===== config.mk =====
export PLATFORM = sky130hd
export DESIGN_NAME = tmr_data_voter
export DESIGN_NICKNAME = d
export VERILOG_FILES = /design/src/rtl/cb_tmr_pkg.sv /design/src/rtl/tmr_majority.sv /design/src/rtl/tmr_data_voter.sv
export SDC_FILE = /design/constraint.sdc
export NUM_CORES = 1
export LEC_CHECK = 0
export CAP_MARGIN = 20
export CORE_MARGIN = 2
export CORE_UTILIZATION = 34
export CTS_CLUSTER_DIAMETER = 120
export DETAILED_ROUTE_END_ITERATION = 8
export GPL_TIMING_DRIVEN = 0
export PLACE_DENSITY = 0.63
export SYNTH_ARGS = -nofsm -noshare
export SYNTH_HDL_FRONTEND = slang
export SYNTH_SLANG_ARGS = --single-unit

===== constraint.sdc =====
create_clock -name clk_i -period 5.85 [get_ports clk_i]
set_input_delay 0.8775 -clock clk_i [delete_from_list [all_inputs] [get_ports clk_i]]
set_output_delay 0.8775 -clock clk_i [all_outputs]
set_load 0.005 [all_outputs]

===== src/rtl/cb_tmr_pkg.sv =====
// Shared types for the triple-modular-redundant data-port voter:
// OBI request/response bundles, FSM states, captured requests and vote results.
package cb_tmr_pkg;

    localparam int ADDR_W = 32;
    localparam int DATA_W = 32;
    localparam int BE_W   = 4;

    typedef struct packed {
        logic              req;
        logic [ADDR_W-1:0] addr;
        logic              we;
        logic [BE_W-1:0]   be;
        logic [DATA_W-1:0] wdata;
    } obi_req_t;

    typedef struct packed {
        logic              gnt;
        logic              rvalid;
        logic [DATA_W-1:0] rdata;
    } obi_resp_t;

    typedef enum logic [2:0] {
        IDLE,
        COLLECT,
        ISSUE,
        WAIT_R,
        RESP
    } state_e;

    typedef struct packed {
        logic [ADDR_W-1:0] addr;
        logic              we;
        logic [BE_W-1:0]   be;
        logic [DATA_W-1:0] wdata;
    } cap_req_t;

    typedef struct packed {
        cap_req_t   fields;
        logic [2:0] outlier_mask;
        logic       valid;
    } vote_t;

    // Write data is meaningless on a read, so it is zeroed before comparing.
    function automatic cap_req_t norm_req(input cap_req_t c);
        cap_req_t r;
        r = c;
        if (!c.we) begin
            r.wdata = '0;
        end
        return r;
    endfunction

endpackage


===== src/rtl/tmr_majority.sv =====
// Combinational 2-of-3 vote over the captured requests of three harts.
// Uncaptured harts are zeroed so they never form a pair with anyone.
import cb_tmr_pkg::*;

module tmr_majority (
    input  cap_req_t   cap [3],
    input  logic [2:0] captured,
    output vote_t      vote
);

    cap_req_t n [3];
    cap_req_t maj;
    logic     eq01;
    logic     eq02;
    logic     eq12;

    // Bitwise majority plus pairwise agreement decides the vote and the outliers.
    always_comb begin
        vote = '0;
        for (int i = 0; i < 3; i++) begin
            n[i] = captured[i] ? norm_req(cap[i]) : '0;
        end
        maj  = (n[0] & n[1]) | (n[0] & n[2]) | (n[1] & n[2]);
        eq01 = captured[0] && captured[1] && (n[0] == n[1]);
        eq02 = captured[0] && captured[2] && (n[0] == n[2]);
        eq12 = captured[1] && captured[2] && (n[1] == n[2]);
        vote.valid  = eq01 || eq02 || eq12;
        vote.fields = vote.valid ? maj : '0;
        for (int i = 0; i < 3; i++) begin
            vote.outlier_mask[i] = !(vote.valid && captured[i] && (n[i] == maj));
        end
    end

endmodule


===== src/rtl/tmr_data_voter.sv =====
// Collects one data request from each of three lockstep harts, votes them,
// issues a single bus transaction and fans the response back out.
import cb_tmr_pkg::*;

module tmr_data_voter #(
    parameter int TIMEOUT_CYCLES = 8,
    parameter int NHARTS         = 3
) (
    input  logic              clk_i,
    input  logic              rst_i,
    input  obi_req_t          core_data_req_i  [NHARTS],
    output obi_resp_t         core_data_resp_o [NHARTS],
    output obi_req_t          bus_req_o,
    input  obi_resp_t         bus_resp_i,
    output logic              mismatch_o,
    output logic [NHARTS-1:0] mismatch_mask_o,
    output logic              fatal_o
);

    if (NHARTS != 3) begin : g_nharts_check
        $error("tmr_data_voter supports exactly three harts");
    end

    localparam int CNT_W = (TIMEOUT_CYCLES > 1) ? $clog2(TIMEOUT_CYCLES) : 1;

    state_e            state;
    state_e            next_state;
    logic [NHARTS-1:0] captured;
    logic [NHARTS-1:0] gnt;
    logic [NHARTS-1:0] cap_all;
    logic [CNT_W-1:0]  count;
    logic [DATA_W-1:0] rdata_q;
    cap_req_t          cap_q [NHARTS];
    vote_t             vote;

    tmr_majority u_majority (
        .cap      (cap_q),
        .captured (captured),
        .vote     (vote)
    );

    // State register.
    always_ff @(posedge clk_i or posedge rst_i) begin
        if (rst_i) begin
            state <= IDLE;
        end else begin
            state <= next_state;
        end
    end

    // Grants, next state and all handshake outputs.
    always_comb begin
        next_state = state;
        bus_req_o  = '0;
        gnt        = '0;
        for (int i = 0; i < NHARTS; i++) begin
            gnt[i] = !rst_i && (state == IDLE || state == COLLECT) &&
                     core_data_req_i[i].req && !captured[i];
        end
        cap_all = captured | gnt;
        for (int i = 0; i < NHARTS; i++) begin
            core_data_resp_o[i]        = '0;
            core_data_resp_o[i].gnt    = gnt[i];
            core_data_resp_o[i].rvalid = (state == RESP) && captured[i];
            core_data_resp_o[i].rdata  = (state == RESP) ? rdata_q : '0;
        end
        case (state)
            IDLE: begin
                if (|gnt) begin
                    next_state = (&cap_all) ? ISSUE : COLLECT;
                end
            end
            COLLECT: begin
                if ((&cap_all) || (count == CNT_W'(TIMEOUT_CYCLES - 1))) begin
                    next_state = ISSUE;
                end
            end
            ISSUE: begin
                if (!vote.valid) begin
                    next_state = RESP;
                end else begin
                    bus_req_o.req   = 1'b1;
                    bus_req_o.addr  = vote.fields.addr;
                    bus_req_o.we    = vote.fields.we;
                    bus_req_o.be    = vote.fields.be;
                    bus_req_o.wdata = vote.fields.wdata;
                    if (bus_resp_i.gnt) begin
                        next_state = WAIT_R;
                    end
                end
            end
            WAIT_R: begin
                if (bus_resp_i.rvalid) begin
                    next_state = RESP;
                end
            end
            RESP:    next_state = IDLE;
            default: next_state = IDLE;
        endcase
    end

    // Request fields are latched on their grant; gated by state, so no reset needed.
    always_ff @(posedge clk_i) begin
        for (int i = 0; i < NHARTS; i++) begin
            if (gnt[i]) begin
                cap_q[i] <= '{addr:  core_data_req_i[i].addr,
                              we:    core_data_req_i[i].we,
                              be:    core_data_req_i[i].be,
                              wdata: core_data_req_i[i].wdata};
            end
        end
    end

    // Capture mask, timeout counter, read data and error reporting.
    always_ff @(posedge clk_i or posedge rst_i) begin
        if (rst_i) begin
            captured        <= '0;
            count           <= '0;
            rdata_q         <= '0;
            mismatch_o      <= 1'b0;
            mismatch_mask_o <= '0;
            fatal_o         <= 1'b0;
        end else begin
            mismatch_o <= 1'b0;
            case (state)
                IDLE: begin
                    captured <= cap_all;
                    count    <= '0;
                end
                COLLECT: begin
                    captured <= cap_all;
                    count    <= count + 1'b1;
                end
                RESP:    captured <= '0;
                default: ;
            endcase
            if (state == ISSUE && !vote.valid) begin
                rdata_q <= '0;
                fatal_o <= 1'b1;
            end
            if (state == WAIT_R && bus_resp_i.rvalid) begin
                rdata_q <= bus_resp_i.rdata;
            end
            if (next_state == RESP && state != RESP && (|vote.outlier_mask)) begin
                mismatch_o      <= 1'b1;
                mismatch_mask_o <= vote.outlier_mask;
            end
        end
    end

endmodule


==> flow_summary.ini, run 1 <==
[status]
status = complete, but fails checks
violations = negative setup slack

[floorplanning]
rows = 81
start_util = 0.343
ios = 423
die_w_um = 226
die-area_um2 = 51000
core-area_um2 = 48700
die_h_um = 226

[cts]
cts_hold_repair.buffers = 0
clock_path_buffers = 3
clockRootBuffer = clkbuf_16
clock_latency_ps = 570
clk_pin_slew_worst_paths_ps = 60
clock-sinks = 253
cts_tree = built
h-tree-depth = 1
cts_made_buffers = 27

[drt]
drc_errors = 0
finalWirelength_mm = 79.9
drt_iter0_markers = 1436
dr.pass1.iters = 5
antenna_left = 0
vias_per_cell = 5.56
vias = 14500
wl_per_cell_um = 30.7

[critical_path]
crit_buf_inv = 4
crit_slowest_cell = clkbuf_1
worst-setup-path-type = flip-flop to output port
slowest_delay_ps = 550
path_delay_family = simple AND/OR/NAND/NOR gates
crit_chain = clkbuf_1, and3_1, ha_1, nor4_1, nand4_1, nor4_1, a221o_2, nand2b_1, clkbuf_4, clkbuf_4, nor2_1, clkdlybuf4s50_1
cp-end-kind = output port
worstPathRequired_ps = 4970
critPathLaunchType = flip-flop
cp.arrival_ps = 4990
cp_max_fo = 10

[layout]
fill_cells = 4526
fin_util = 0.475
seqCellArea_um2 = 7370
synthToLayoutAreaGrowth_pct = 38.3
final_layout_size_suffix_gt1_frac = 0.150
antennaDiodeCount = 0
multi_input_area_um2 = 8700
final_nets = 2376

[logic_synthesis]
avgSynthCellArea_um2 = 11.5
yosys.area.top_type_share = 0.372
synth.distinct_cells = 69
synthFlopType = edfxtp_1
syn-cell-area_um2 = 16700
synth_enable_flop_cells = 207
ys_seq_area_frac = 0.441
synth-seq-cells = 253
synth_fp_nets = 1914
synth_cells = 1459
ys_warn_count = 0
synthArstFlopShare = 0.182
synth.area.top_cells = edfxtp_1 37%, ha_1 16%, dfrtp_1 6.9%, xnor2_1 6.4%, and2_1 5.2%
yosysTopAreaCell = edfxtp_1

[global_route]
grt_start_max_net_pins = 41
first_global_vias = 14700
grt_remaining_overflow = 0
grt_usage = 0.308
antenna_found_initial = 7
grt_pass1_wl_mm = 109

[placed_design]
io_buffers = 422
routabilityCongestion = 1.01
dp_hpwl_mm = 66.5

[power]
power_per_cell_area_nw_per_um2 = 386
p_int_uw = 5010
pwr-share-seq = 0.261
p_total_uw = 8930
power_frac_comb = 0.535
power.share.clock = 0.204
ir_worst_vdd_mv = 0.222
switchingPower_uw = 3920
switching_share = 0.439
p_leak_uw = 0.00922

[timing]
fin_crit_sh = 1.00
worstMarginPinSlew_ps = 1140
worst_slack_ps = -19.3
max_freq_mhz = 170
skew_ps = 23.2
min_period_ps = 5870
rsz0062_at_grt = yes
drv_slew = 0
final-setup-viol-count = 8
hold_viol_final = 0
hold_slack_ps = 478
slew_headroom = 0.233

[job]
cap_viol_max_count = 0

[hold_path]
hp-class = flip-flop to flip-flop
## cell usage after synthesis, drive strengths merged, types with 24 or more instances
master / number
clkbuf: 37
dfrtp: 46
a22o: 40
xnor2: 123
nor3: 73
edfxtp: 207
nor2: 98
ha: 209
and2: 143
nor4: 86
nand2: 24
buf: 81
and3: 97
## metrics by stage
step | setup WS [ps] | instance area [um2] | TNS, ps | cells
floorplan | 800 | 16700 | 0 | 1459
global placement | -2970 | 21800 | -263840 | 2545
detailed placement | -1270 | 21900 | -59270 | 2554
CTS | 11.3 | 23100 | 0 | 2604
global route | -40.4 | 23100 | -371 | 2605
finish | -19.3 | 23100 | -94.7 | 2605
## worst paths after layout
path                                   from                 end  slack (ps)  cells after the start
worst min-delay path               count[1]            count[1]         480                      2
worst max-delay path              cap_q[36]       bus_req_o[57]         -20                     12
max in group asynchronous             rst_i         rdata_q[21]        4760                      3
min in group asynchronous             rst_i         captured[2]         610                      2
worst min register to register     count[1]            count[1]         480                      2
worst max register to register  captured[0]  mismatch_mask_o[0]         710                     13
## repair_timing
item                       4_1_cts  5_1_grt
pin swaps                        0        1
setup endpoints to repair       70       68
resized for setup               59       24
buffers inserted                 1        1
## cell usage in the layout (no fill, tap or decap), types with 12 or more instances in the layout
cell type | netlist | final
xnor2_1 | 123 | 123
inv_1 | 16 | 15
and3_1 | 77 | 75
o21ai_0 | 13 | 13
o22ai_1 | 21 | 21
ha_1 | 209 | 209
nor2_1 | 98 | 75
nand3_1 | 12 | 12
clkbuf_16 | 0 | 27
nand2_1 | 23 | 23
and2_1 | 140 | 140
buf_4 | 64 | 70
clkdlybuf4s50_1 | 0 | 419
nor4_1 | 84 | 74
dfrtp_1 | 46 | 46
nor3_1 | 19 | 18
a22o_1 | 40 | 40
nor2_2 | 0 | 19
nand4_1 | 21 | 21
edfxtp_1 | 207 | 207
nor3_2 | 49 | 50
and3_2 | 17 | 18
## routing by layer
layer / vias to the layer above / wire length [um] / track usage
met3: 164 / 5990 / 0.0427
met5: - / 23 / 0
li1: 6391 / - / -
met4: 4 / 3770 / 0.129
met2: 789 / 37400 / 0.520
met1: 7139 / 32700 / 0.395
## tightest hold or removal path, stage by stage (launching register included)
cell and delay [ps]:
dfrtp_1 350, nand2_1 50, nand2_1 50
## power groups by stage
| stage | clock network [uW] | logic, uW | registers (uW) |
|---|---|---|---|
| finish | 1820 | 4780 | 2330 |
| global route | 1910 | 4970 | 2350 |
| CTS | 1850 | 4620 | 2330 |
| detailed placement | 0 | 4510 | 2370 |
| global placement | 0 | 4470 | 2400 |
| floorplan | 0 | 2500 | 2320 |
## cell type report
type,instances,share of cell area
inverter,16,0.00260
timing repair buffer,433,0.190
sequential,253,0.318
clock buffer,27,0.0292
clock inverter,22,0.0114
buffer,118,0.0367
tap,664,0.0359
multi-input combinational,1072,0.376
## cell families after synthesis
kind of cell	Yosys count	share of synthesized area
fa+ha+maj	209	0.156
simple gates	590	0.221
compound gates	139	0.0627
buf+inv	134	0.0490
mux	2	0.00127
xor+xnor	132	0.0691
flops	253	0.441
## flip-flops by register name, indices dropped and copies added, names as in the netlist
register and flops:
rdata_q 32, fatal_o 1, state 3, mismatch_o 1
cap_q 207, count 3, mismatch_mask_o 3, captured 3
Power figures use the tool's default switching activity.
==> run 2: changes to the inputs <==
Settings changed: HOLD_SLACK_MARGIN set to 0.12.
==> results of run 2 <==
No change in the layout: final DEF, timing and power equal those of run 1.
==> run 3: changes to the inputs <==
Settings changed: CORE_UTILIZATION 34 to 51, PLACE_DENSITY 0.63 to 0.87.
==> run 3 against run 2 <==
Compared with the run above: the flow still finishes with violations (negative setup slack); combinational power increased by 1%; clock skew rose by 1.9 ps; power grew 0.49%; sequential cell count stayed put; final cell count down 8.5%; setup slack got worse by 100 ps; critical path depth is 1 higher; routed wire length shrank 2.4%; die area decreased by 33%; first-iteration DRC count increased by 35%; final area down 1.6%; sequential share of layout area grew 0.52 points; largest cell class unchanged.
==> flow_summary.ini, run 3 (same netlist as run 1, synthesis figures left out) <==
[drt]
dr.pass1.iters = 6
wl_per_cell_um = 32.7
drt_iter0_markers = 1941
antenna_left = 0
finalWirelength_mm = 78.0
vias = 15400
drc_errors = 0
vias_per_cell = 6.46

[critical_path]
cp-end-kind = output port
reg2reg_setup_slack_ps = 730
cp.arrival_ps = 5090
cp_max_fo = 10
rr_startpoint = captured[1]
worst-setup-path-type = flip-flop to output port
timing.rr.end = mismatch_o
reg2regPathDepth = 12
worstPathRequired_ps = 4970
critPathLaunchType = flip-flop

[hold_path]
min_to = count[2]
min_path_cells = 2
hp-class = flip-flop to flip-flop
hold_start = count[2]

[floorplanning]
die-area_um2 = 34300
start_util = 0.515
core-area_um2 = 32500
rows = 66
die_w_um = 185
die_h_um = 185
ios = 423

[global_route]
grt_start_max_net_pins = 38
grt_usage = 0.450
first_global_vias = 15300
grt_remaining_overflow = 0
grt_pass1_wl_mm = 107
antenna_found_initial = 9

[layout]
largest-register = cap_q
layout_common_cells = 422 x clkdlybuf4s50_1, 209 x ha_1, 207 x edfxtp_1
final_nets = 2372
synthToLayoutAreaGrowth_pct = 36.1
final_common_cell = clkdlybuf4s50_1
largest_reg_flops = 207
top_regs = cap_q (207), rdata_q (32)
final_layout_size_suffix_gt1_frac = 0.139

[placed_design]
dp_hpwl_mm = 63.0
io_buffers = 422
routabilityCongestion = 1.07

[timing]
min_period_ps = 5970
final-setup-viol-count = 46
skew_ps = 25.1
final.setup.tns_ps = -2080
worst_slack_ps = -119
drv_slew = 0
max_freq_mhz = 168
worstMarginPinSlew_ps = 1210
slew_headroom = 0.190
fin_crit_sh = 1.02
hold_viol_final = 0
hold_slack_ps = 493

[power]
ir_worst_vdd_mv = 0.370
p_leak_uw = 0.00915
power_per_cell_area_nw_per_um2 = 394

[status]
violations = negative setup slack
status = complete, but fails checks

[cts]
cts_tree = built
cts_hold_repair.buffers = 0
clock_path_buffers = 3
h-tree-depth = 1
clockRootBuffer = clkbuf_16
clock_latency_ps = 560
cts_made_buffers = 26
clk_pin_slew_worst_paths_ps = 60
clock-sinks = 253

[job]
cap_viol_max_count = 0
-- run 3: cell types whose count changed in the layout (fill, tap and decap cells not counted), moves of 2 or more --
cell / delta
clkinv_1: +2
nor4_2: -2
nor2_1: +13
clkdlybuf4s50_1: +3
nor2_4: -2
clkinv_4: -4
dlymetal6s2s_1: -2
nor2_2: -11
diode_2: +5
-- run 3: worst max path at each step --
stage	start	to	slack, ps	cells past startpoint
floorplan	rst_i	core_data_resp_o[67]	800	3
global placement	rst_i	core_data_resp_o[67]	-2630	5
detailed placement	captured[2]	bus_req_o[31]	-1100	16
CTS	captured[0]	bus_req_o[20]	2	13
global route	captured[1]	bus_req_o[47]	-0.3	13
finish	captured[2]	bus_req_o[55]	-120	13
-- run 3: worst max-delay path, stage by stage, from the launching register on --
cell	delay, ps
dfrtp_1	390
buf_6	230
clkbuf_2	460
and3_1	310
ha_1	260
nor4_1	610
nand4_1	280
nor4_2	390
a221o_2	230
nand2b_1	90
clkbuf_4	250
clkbuf_4	280
nor2_1	220
clkdlybuf4s50_1	540
-- run 3: metrics by stage --
step                      setup slack, ps   util  area [um2]  total power, uW  std cells
after floorplan                       800      -       16700             4820       1459
after global placement              -2630  0.663       21500             6780       2323
after detailed placement            -1100  0.667       21700             6840       2331
after CTS                            1.69  0.700       22700             8700       2379
after global routing               -0.306  0.701       22800             9170       2380
final                                -119  0.701       22800             8970       2383
-- run 3: power breakdown --
group	switching, uW	leakage, uW	internal, uW
registers	146	0.00248	2210
clock network	714	0.000438	1060
logic	3110	0.00623	1730
total	3970	0.00915	5000
-- run 3: routing by layer --
layer	wire, um	global-route usage
met5	0	0
met4	5620	0.287
met3	8880	0.104
met2	35100	0.713
met1	28400	0.556
-- run 3: repair_timing --
action	4_1_cts	5_1_grt
setup endpoints to repair	70	69
gates resized for setup	50	19
pin swaps	0	2
setup buffers	1	0
-- run 3: layout make-up --
type	count	area [um2]
diodes	5	12.5
plain buffers	117	838
clock buffers	29	683
clock inverters	18	221
fillers	2210	9690
inverters	16	60.1
multi-input cells	1072	8660
flip-flops and latches	253	7370
well taps	442	553
repair buffers	431	4370
